===== src/rtl/pc_sequencer.sv =====
// pc_sequencer: PC hold/recovery sequencing with I-miss tracking and perf counters
module pc_sequencer #(
  parameter int CNT_W = 16
) (
  input  logic             clk,
  input  logic             reset_n,
  input  logic             i_miss,
  input  logic             i_ready,
  input  logic             d_req,
  input  logic             d_ready,
  input  logic             load_use,
  input  logic             mispredict,
  input  logic [15:0]      resolved_target,
  input  logic             pred_jump,
  input  logic [15:0]      pred_target,
  input  logic             perf_clr,
  output logic             stall,
  output logic             stall_pc,
  output logic             stall_mem,
  output logic             bubble,
  output logic [15:0]      pc_recovered,
  output logic             jump,
  output logic [15:0]      jump_target,
  output logic [1:0]       fsm_state,
  output logic [CNT_W-1:0] stall_cycles,
  output logic [7:0]       flush_count
);
  typedef enum logic [1:0] {RUN = 2'd0, IMISS = 2'd1, RECOVER = 2'd2} state_t;
  state_t state, state_nxt;
  logic drop_fill, drop_nxt, accept;
  // hold controls and fetch-redirect outputs derived from current state
  always_comb begin
    stall_mem   = d_req & ~d_ready;
    stall       = load_use & ~stall_mem;
    stall_pc    = (state == IMISS) | ((state == RUN) & i_miss);
    bubble      = state == RECOVER;
    jump        = pred_jump & (state == RUN) & ~i_miss;
    jump_target = pred_target;
    fsm_state   = state;
    accept      = mispredict & ~stall_mem & (state != RECOVER);
  end
  // next state; a fill that was already in flight when a mispredict hit is swallowed by drop_fill
  always_comb begin
    state_nxt = state;
    drop_nxt  = ((state == IMISS) & accept) ? 1'b1 : i_ready ? 1'b0 : drop_fill;
    case (state)
      RUN:     state_nxt = accept ? RECOVER : i_miss ? IMISS : RUN;
      IMISS:   state_nxt = accept ? RECOVER : (i_ready & ~drop_fill) ? RUN : IMISS;
      default: state_nxt = RUN;
    endcase
  end
  // state, recovery PC and stale-fill flag
  always_ff @(posedge clk or negedge reset_n) begin
    if (!reset_n) begin
      state        <= RUN;
      drop_fill    <= 1'b0;
      pc_recovered <= '0;
    end else begin
      state     <= state_nxt;
      drop_fill <= drop_nxt;
      if (accept) pc_recovered <= resolved_target;
    end
  end
  // saturating stall counter and wrapping flush counter
  always_ff @(posedge clk or negedge reset_n) begin
    if (!reset_n) begin
      stall_cycles <= '0;
      flush_count  <= '0;
    end else if (perf_clr) begin
      stall_cycles <= '0;
      flush_count  <= '0;
    end else begin
      if ((stall | stall_pc | stall_mem) & ~&stall_cycles) stall_cycles <= stall_cycles + 1'b1;
      if (accept) flush_count <= flush_count + 8'd1;
    end
  end
endmodule


===== config.mk =====
export PLATFORM = sky130hd
export DESIGN_NAME = pc_sequencer
export DESIGN_NICKNAME = d
export VERILOG_FILES = /design/src/rtl/pc_sequencer.sv
export SDC_FILE = /design/constraint.sdc
export NUM_CORES = 1
export LEC_CHECK = 0
export BUFFER_PORTS_ARGS = -buffer_cell sky130_fd_sc_hd__buf_4
export CAP_MARGIN = 15
export CORE_ASPECT_RATIO = 1.75
export CORE_MARGIN = 2
export CORE_UTILIZATION = 42
export DETAILED_ROUTE_END_ITERATION = 10
export PLACE_DENSITY = 0.86
export SYNTH_ARGS = -nofsm -noshare
export SYNTH_HDL_FRONTEND = slang
export SYNTH_SLANG_ARGS = --single-unit

===== constraint.sdc =====
create_clock -name clk -period 1.5 [get_ports clk]
set_input_delay 0.225 -clock clk [delete_from_list [all_inputs] [get_ports clk]]
set_output_delay 0.225 -clock clk [all_outputs]
set_load 0.01 [all_outputs]

---- Word level (Yosys, flattened, before mapping) ----
Index checks and enable logic that the tools add are counted.
word-level totals
  flip-flop bits (word level) ............. 43
  bits of input ports ..................... 42
  output and inout port bits .............. 63
cells by class
  $add $sub $neg .......................... 2
  eq/ne operators ......................... 3
  mux-type cells .......................... 11
  bitwise operators ....................... 17
  reductions and logical operators ........ 6
operators with widths
  cell                   count
  $mux 16                2
  $add 16x1->16 const B  1
  $mux 8                 2
  $reduce_and 16->1      1
  $and 1x1->1            10
  $add 8x1->8 const B    1
  $reduce_bool 2->1      3
  $mux 1                 4
  $mux 2                 2
  $not 1->1              4
  $pmux 2 s2             1
  $or 1x1->1             3
  $eq 2x1->1 const B     1
  $eq 2x2->1 const B     1
  $logic_not 2->1        1
  $ne 2x2->1 const B     1
  $logic_not 1->1        1

---- Logic depth before layout (Yosys ltp) ----
Gate-level depths: netlist of run 1.
  word-level depth ........................ 9
  depth in mapped cells ................... 6
  depth with buffers taken out ............ 5

---- Least setup slack after synthesis of run 1 ----
Ideal clock, no wire load.
  kind .................................... register -> register
  from .................................... register state[1] (netlist: fsm_state[1])
  to ...................................... register stall_cycles[12]
  library setup time ...................... 125 ps
  arrival time ............................ 1585 ps
  data required time ...................... 1375 ps
  setup slack ............................. -209 ps
  cell stages (with the launch flop) ...... 6
  buffers on the path ..................... 1
  clock period less this slack ............ 1709 ps
  cells stage by stage .................... dfrtp_1 o21ba_2 buf_4 o31ai_4 nor4b_1 mux2_2
between the ends
  cells in the longest elaborated chain, start to end .. 7
RTL lines
  what                           line  RTL
  start: declaration             29    state_t state, state_nxt;
  start signal: assignment       59    state <= state_nxt;
  $logic_not 2->1                35    stall_pc = (state == IMISS) | ((state == RUN) & i_miss);
  $and 1x1->1                    35
  $or 1x1->1 *                   35
  net stall_pc                   18    output logic stall_pc,
  $or 1x1->1 * (2 in a row)      73    if ((stall | stall_pc | stall_mem) & ~&stall_cycles) stall_cycles <= stall_cycles + 1'b1;
  $and 1x1->1 *                  73
  $reduce_bool 2->1 (no line) *  n/a
  end signal: assignment         73
  end: declaration               25    output logic [CNT_W-1:0] stall_cycles,
Mark *: on every way through the listed nets, which the timed path passes. The rest lies on a longest branch.
A chain may end at the register's enable or synchronous reset.

---- Worst setup path after layout of run 1 ----
  from .................................... register state[1] (netlist: fsm_state[1])
  to ...................................... register stall_cycles[13]
between the ends
  cells in the longest elaborated chain, start to end .. 7
RTL lines
  what                           line
  $logic_not 2->1                35
  $and 1x1->1                    35
  $or 1x1->1 *                   35
  $or 1x1->1 * (2 in a row)      73
  $and 1x1->1 *                  73
  $reduce_bool 2->1 (no line) *  n/a
Every way passes the cells marked *; elsewhere a longest branch is shown, timed or not.

==> results of run 1 <==
-- cells in the final DEF (no fill, tap or decap), types with 3 or more instances in the layout --
cell type    n
nor2b_1      8
inv_1        7
a21oi_1      6
mux2_2      19
mux2_4       5
nor3_2       3
buf_6        8
or2_2        4
dfrtp_2      6
nor2_1      12
o21ai_0      4
nand2_1     13
and3_1       4
nand4_1      6
clkbuf_8     6
or3_1        4
buf_4      107
dfrtp_1     37
a211oi_2     3
-- per-layer routing --
| layer | track usage | up-vias | part of all wire |
|---|---|---|---|
| li1 | - | 970 | - |
| met1 | 0.215 | 1058 | 0.35 |
| met2 | 0.385 | 78 | 0.57 |
| met3 | 0.0430 | 13 | 0.057 |
| met4 | 0.0821 | 0 | 0.016 |
| met5 | 0 | - | 0 |
-- what timing repair did --
action	CTS	global route
pin swaps	9	17
cloned	0	0
setup endpoints to repair	18	22
hold buffers	1	0
endpoints found under the hold margin	43	0
setup buffers	4	7
gates resized for setup	12	31
-- final cells by class --
| class | instances | area, sq um |
|---|---|---|
| clock inverters | 2 | 35.0 |
| well taps | 74 | 92.6 |
| clock buffers | 6 | 82.6 |
| flip-flops and latches | 43 | 1080 |
| repair buffers | 117 | 923 |
| inverters | 8 | 30.0 |
| fillers | 384 | 1780 |
| multi-input cells | 142 | 1270 |
-- sequential cells by signal, summed over array words and instances (netlist names) --
| signal | flops |
|---|---|
| fsm_state | 2 |
| pc_recovered | 16 |
| stall_cycles | 16 |
| drop_fill | 1 |
| flush_count | 8 |
-- cell families after synthesis --
| kind of cell | synth area share |
|---|---|
| xor+xnor | 0.00754 |
| buf+inv | 0.0770 |
| fa+ha+maj | 0.0108 |
| compound gates | 0.134 |
| mux | 0.125 |
| flops | 0.463 |
| simple gates | 0.183 |
-- report_power, final --
part           switching [uW]  internal, uW  leakage [uW]
Combinational             283           362       0.00103
Clock                     410           539     0.0000612
Sequential               69.4          1260      0.000550
-- critical path, cell delays in order, from the launching register on --
cell and delay, ns:
dfrtp_1 0.44, o21ba_4 0.22, o311ai_4 0.47, nor3_2 0.08, mux2_2 0.28
-- worst paths after layout --
check | startpoint | cells past startpoint | endpoint | slack, ns
min in group asynchronous | reset_n | 2 | pc_recovered[1]$_DFFE_PN0P_ | 0.45
min reg2reg | drop_fill$_DFFE_PN0P_ | 1 | drop_fill$_DFFE_PN0P_ | 0.50
max | fsm_state[1]$_DFF_PN0_ | 4 | stall_cycles[13]$_DFFE_PN0P_ | -0.12
max reg2reg | fsm_state[1]$_DFF_PN0_ | 4 | stall_cycles[13]$_DFFE_PN0P_ | -0.12
max in group asynchronous | reset_n | 2 | fsm_state[0]$_DFF_PN0_ | 0.61
min | resolved_target[2] | 2 | pc_recovered[2]$_DFFE_PN0P_ | 0.16
-- through the flow --
step | hold WS (ns) | total power, uW | utilization | instances | setup slack (ns)
after floorplan | -0.0706 | 1640 | - | 215 | -0.0933
after global placement | 0.247 | 1910 | 0.587 | 372 | -0.0986
after detailed placement | 0.250 | 1930 | 0.587 | 372 | -0.134
after CTS | 0.152 | 2890 | 0.626 | 385 | -0.118
after global routing | 0.150 | 3040 | 0.664 | 392 | -0.176
final | 0.156 | 2920 | 0.664 | 392 | -0.115
==> metrics, run 1 <==
status finished with violations; failing checks negative setup slack; root buf cell clkbuf_8; Post-Syn Nets 259; Tightest Pin Transition 0.562 ns; critical path startpoint category flop; diode count 0; unrepaired setup endpoints after global routing yes; Syn Std Cell Area between 2000 and 2500 sq um; Synth Register Bits 43; worst endpoint required time 1.68 ns; EDFF count, synth 0; crit path capture type flop; Routed WL 6690 microns; most area-hungry cell type in the Yosys netlist dfrtp_1; Total Routing Usage GR 0.206; P_leak 0.00164 uW; Die Wd 60.2 microns; Slew Viols, Final 0; Setup CP Type reg2reg; Starting DRT DRC Count 50; largest net degree at the start of global routing 44; top-count cell post-synth dfrtp_1; Vias/cell 5.41; syn avg cell area about 11 sq um; starting density of the core 0.439; Syn. warnings 0; std cell rows 35; Final Cell Area 3520 sq um; initial antenna violation count 0; Max Buffers Root-to-Sink 2; Area after DPL 3110 sq um; minimum clock period approximately 1.6 ns; routed vias 2,119; Fin. Hold Viols 0; Slew HR 0.625; Die Height just over 100 microns; area share of the leading cell type in the synthesized netlist 0.463; post-detailed-route count of antenna-violating nets 0; Clock Pin Slew Worst Setup and Hold Paths 0.09 ns; WP data arrival 1.80 ns; sequential area share after synthesis 0.463; post-DP HPWL 4460 microns; Pre-antenna DRT Iters 4; CTS tree done; worst vdd ir 1080 uV; IO Count 105; share of cells above drive strength 1 0.597; core box area 5300 sq um; GR Overflow Total 0; Worst Skew 0.0121 ns; # DRC 0; final period utilization 1.08; H-Tree Depth 2; final setup violation count 19; clk sinks 43; Area Growth Syn to Fin 51.2%; most frequent cells after synthesis dfrtp_1 (43), mux2_2 (20), buf_4 (17); Final WS setup -0.115 ns; CP Max Fanout 7; Max Cap Violations 0; Hold Path Class in2reg; final net count 361; fmax 619 MHz; Pwr per Cell Area between 800 and 900 nW/um^2; TritonCTS buffer count 5; total negative slack -1.44 ns; clock latency on the worst-skew pair 0.30 ns; top cells by area in the synthesized netlist dfrtp_1 (46%), mux2_2 (9.7%), buf_4 (5.5%); Wirelength per Cell roughly 17 microns; post-synthesis cell count between 200 and 250; Most used DFF post-synth dfrtp_1; Yosys cell types 46; port bufs 72; vias in the first global route 2,129; area of the die 6170 sq um; first-pass GRT wire length 9740 microns; ys async rst share 1.00; Final GP Congestion ~0.82
Note: power is estimated with default switching activity, not from simulation.
==> inputs of run 2 (changes only) <==
==> config.mk (replaced) <==
export PLATFORM = sky130hd
export DESIGN_NAME = pc_sequencer
export DESIGN_NICKNAME = d
export VERILOG_FILES = /design/src/rtl/pc_sequencer.sv
export SDC_FILE = /design/constraint.sdc
export NUM_CORES = 1
export LEC_CHECK = 0
export ABC_AREA = 1
export CAP_MARGIN = 15
export CORE_ASPECT_RATIO = 1.75
export CORE_MARGIN = 2
export CORE_UTILIZATION = 57
export CTS_BUF_LIST = sky130_fd_sc_hd__clkbuf_16
export DETAILED_ROUTE_END_ITERATION = 10
export DONT_BUFFER_PORTS = 1
export PLACE_DENSITY = 0.85
export SYNTH_ARGS = -nofsm -noshare
export SYNTH_HDL_FRONTEND = slang
export SYNTH_SLANG_ARGS = --single-unit
==> run 2 against run 1 <==
Effect of this change:
- critical endpoint is now stall_cycles[8]$_DFFE_PN0P_
- die area is 22% lower
- sequential share of layout area is 6.7 points higher
- clock power is 48% higher
- synthesized cell count grew 52%
- the run still ends with negative setup slack left
- routed wire length shrank 13%
- count of clock-buffer cells in the layout fell by 1
- largest cell class unchanged
- critical path depth is 5 higher
==> metrics, run 2 <==
RR Startpoint stall_cycles[1]$_DFFE_PN0P_ (was fsm_state[1]$_DFF_PN0_); flop2flop setup slack -0.01 ns (was -0.12 ns); H-Tree Depth 2 (unchanged); Final GP Congestion 0.836 (was 0.818); most frequent cells after synthesis nand2_1 (133), dfrtp_1 (43), inv_1 (29) (was dfrtp_1 (43), mux2_2 (20), buf_4 (17)); Die Height 90.3 microns (was 102 microns); Inst Count DP 382 (was 372); Register Area 1080 sq um (about the same); diode count 0 (unchanged); Vias/cell 5.47 (was 5.41); area share of the leading cell type in the synthesized netlist 0.444 (was 0.463); worst vdd ir 909 uV (was 1080 uV); Total Routing Usage GR 0.252 (was 0.206); Post-Syn Nets 370 (was 259); Setup CP Type reg2reg (unchanged); Slew HR 0.728 (was 0.625); Syn. warnings 0 (unchanged); Synth Register Bits 43 (unchanged); final setup violation count 8 (was 19); CTS tree done (unchanged); Finished Core Util 0.700 (was 0.664); starting density of the core 0.589 (was 0.439); ys async rst share 1.00 (unchanged); top-count cell post-synth nand2_1 (was dfrtp_1); Syn Std Cell Area 2420 sq um (was 2320 sq um); area of the die 4810 sq um (was 6170 sq um); Yosys cell types 27 (was 46); critical path startpoint category flop (unchanged); CP Max Fanout 9 (was 7); core box area 4110 sq um (was 5300 sq um); first-pass GRT wire length 9440 microns (was 9740 microns); Area Growth Syn to Fin 18.8% (was 51.2%); TritonCTS buffer count 5 (unchanged); total power 3100 uW (was 2920 uW); Max Cap Violations 0 (unchanged); Die Wd 53.3 microns (was 60.2 microns); Worst Setup EP stall_cycles[8]$_DFFE_PN0P_ (was stall_cycles[13]$_DFFE_PN0P_); commonest non-fill, non-tap cells in the layout nand2_1 (130), dfrtp_1 (40), buf_4 (33) (was buf_4 (107), dfrtp_1 (37), mux2_2 (19)); Final WS setup -0.0101 ns (was -0.115 ns); vias in the first global route 2,241 (was 2,129); WP data arrival 1.69 ns (was 1.80 ns); Fin. Hold Viols 0 (unchanged); GR Overflow Total 0 (unchanged); Slew Viols, Final 0 (unchanged); crit path from stall_cycles[1]$_DFFE_PN0P_ (was fsm_state[1]$_DFF_PN0_); share of cells above drive strength 1 0.206 (was 0.597); most common cell after layout, fill and taps aside nand2_1 (was buf_4); Clock Pin Slew Worst Setup and Hold Paths 0.06 ns (was 0.09 ns); unrepaired setup endpoints after global routing yes (unchanged); Hold Path Class in2reg (unchanged); EDFF count, synth 0 (unchanged); status finished with violations (unchanged); # fillers 344 (was 384); largest net degree at the start of global routing 44 (unchanged); top cells by area in the synthesized netlist dfrtp_1 (44%), nand2_1 (21%), nand3_1 (5.4%) (was dfrtp_1 (46%), mux2_2 (9.7%), buf_4 (5.5%)); most area-hungry cell type in the Yosys netlist dfrtp_1 (unchanged); final net count 393 (was 361); failing checks negative setup slack (unchanged); minimum clock period 1.51 ns (was 1.62 ns); # DRC 0 (unchanged); Pwr per Cell Area 1080 nW/um^2 (was 832 nW/um^2); root buf cell clkbuf_16 (was clkbuf_8); total negative slack -0.0355 ns (was -1.44 ns); Register-to-Register Path Depth 9 (was 4); clk sinks 43 (unchanged); Routed WL 5820 microns (was 6690 microns); P_leak 0.00154 uW (was 0.00164 uW); multi-input logic area 1130 sq um (was 1270 sq um); Tightest Pin Transition 0.408 ns (was 0.562 ns); crit path capture type flop (unchanged); sequential area share after synthesis 0.444 (was 0.463); Worst Skew 0.00326 ns (was 0.0121 ns); syn avg cell area 7.43 sq um (was 10.8 sq um); Pre-antenna DRT Iters 4 (unchanged); final period utilization 1.01 (was 1.08); post-synthesis cell count 326 (was 215); Max Buffers Root-to-Sink 2 (unchanged); post-DP HPWL 4060 microns (was 4460 microns); Wirelength per Cell 14.6 microns (was 17.1 microns); Starting DRT DRC Count 75 (was 50); std cell rows 31 (was 35); routed vias 2,181 (was 2,119); Final Non-Filler Cells 399 (was 392); port bufs 0 (was 72); post-detailed-route count of antenna-violating nets 0 (unchanged); Largest regs pc_recovered x16, stall_cycles x16, flush_count x8 (unchanged); Most used DFF post-synth dfrtp_1 (unchanged); reg-to-reg endpoint stall_cycles[8]$_DFFE_PN0P_ (was stall_cycles[13]$_DFFE_PN0P_); fmax 662 MHz (was 619 MHz); initial antenna violation count 0 (unchanged); IO Count 105 (unchanged); worst endpoint required time 1.68 ns (about the same); clock latency on the worst-skew pair 0.28 ns (was 0.30 ns)
-- run 2: changes by cell type after synthesis, moves of 5 or more --
cell / before / now
inv_1: 7 / 29
a21oi_1: 8 / 2
a211oi_1: 5 / 0
nand2_1: 13 / 133
nor2b_1: 8 / 0
nand3_1: 4 / 26
nor2_4: 0 / 5
o21ai_0: 7 / 2
mux2_2: 20 / 0
nor2_1: 12 / 24
-- run 2: layout make-up --
cell class,instances,area share
Multi-Input combinational cell,230,0.391
Sequential cell,43,0.375
Timing Repair Buffer,36,0.102
Inverter,33,0.0439
Clock buffer,5,0.0435
Clock inverter,3,0.0235
Tap cell,49,0.0213
-- run 2: critical path, stage by stage (launching register included) --
cell and delay (ns):
dfrtp_1 0.38, ha_2 0.21, nand2_2 0.08, nor2_4 0.05, nand2_4 0.08, nor2_4 0.05, nor2_4 0.33, nor2_8 0.09
nand2_1 0.07, nand2_1 0.05
-- run 2: cells by family (layout without fill, tap and decap cells) --
| group | after synthesis | in the layout | share of synthesized area |
|---|---|---|---|
| simple gates | 210 | 211 | 0.387 |
| buf+inv | 54 | 77 | 0.109 |
| xor+xnor | 6 | 6 | 0.0217 |
| fa+ha+maj | 2 | 2 | 0.0103 |
| flops | 43 | 43 | 0.444 |
| compound gates | 11 | 11 | 0.0279 |
-- run 2: worst min-delay path by stage --
stage	depth (start not counted)	slack, ns	startpoint	endpoint
6_report	1	0.006	perf_clr	flush_count[3]$_DFFE_PN0P_
2_1_floorplan	0	-0.07	reset_n	drop_fill$_DFFE_PN0P_
5_1_grt	1	0.008	perf_clr	flush_count[3]$_DFFE_PN0P_
3_3_place_gp	0	-0.07	reset_n	stall_cycles[9]$_DFFE_PN0P_
4_1_cts	1	0.002	perf_clr	flush_count[3]$_DFFE_PN0P_
3_5_place_dp	0	-0.07	reset_n	stall_cycles[8]$_DFFE_PN0P_
-- run 2: where the power goes --
group / switching (uW) / internal (uW)
Combinational: 203 / 125
Clock: 455 / 954
Sequential: 107 / 1250
Total: 766 / 2330
-- run 2: timing repair --
action,4_1_cts,5_1_grt
hold buffers,2,0
endpoints found under the setup margin,8,19
buffers inserted,0,7
endpoints found under the hold margin,43,0
pin swaps,0,8
resized for setup,1,16
cloned,0,1
-- run 2: through the flow --
| step | cell area, sq um | hold WS [ns] | setup WS, ns |
|---|---|---|---|
| 4_1_cts | 2780 | 0.00165 | 0.0216 |
| 5_1_grt | 2880 | 0.00785 | -0.0877 |
| 3_5_place_dp | 2550 | -0.0697 | -0.0236 |
| 6_report | 2880 | 0.00578 | -0.0101 |
| 3_3_place_gp | 2550 | -0.0695 | 0.00838 |
| 2_1_floorplan | 2420 | -0.0706 | 0.0157 |
-- run 2: routing by layer --
layer  wire length, microns  GRT usage  vias up  part of all wire
met5                      0          0        -                 0
met1                   2050      0.258     1017              0.35
met2                   3290      0.470       99              0.56
met4                    119     0.0876        0             0.020
met3                    363     0.0546       16             0.062
li1                       -          -     1049                 -
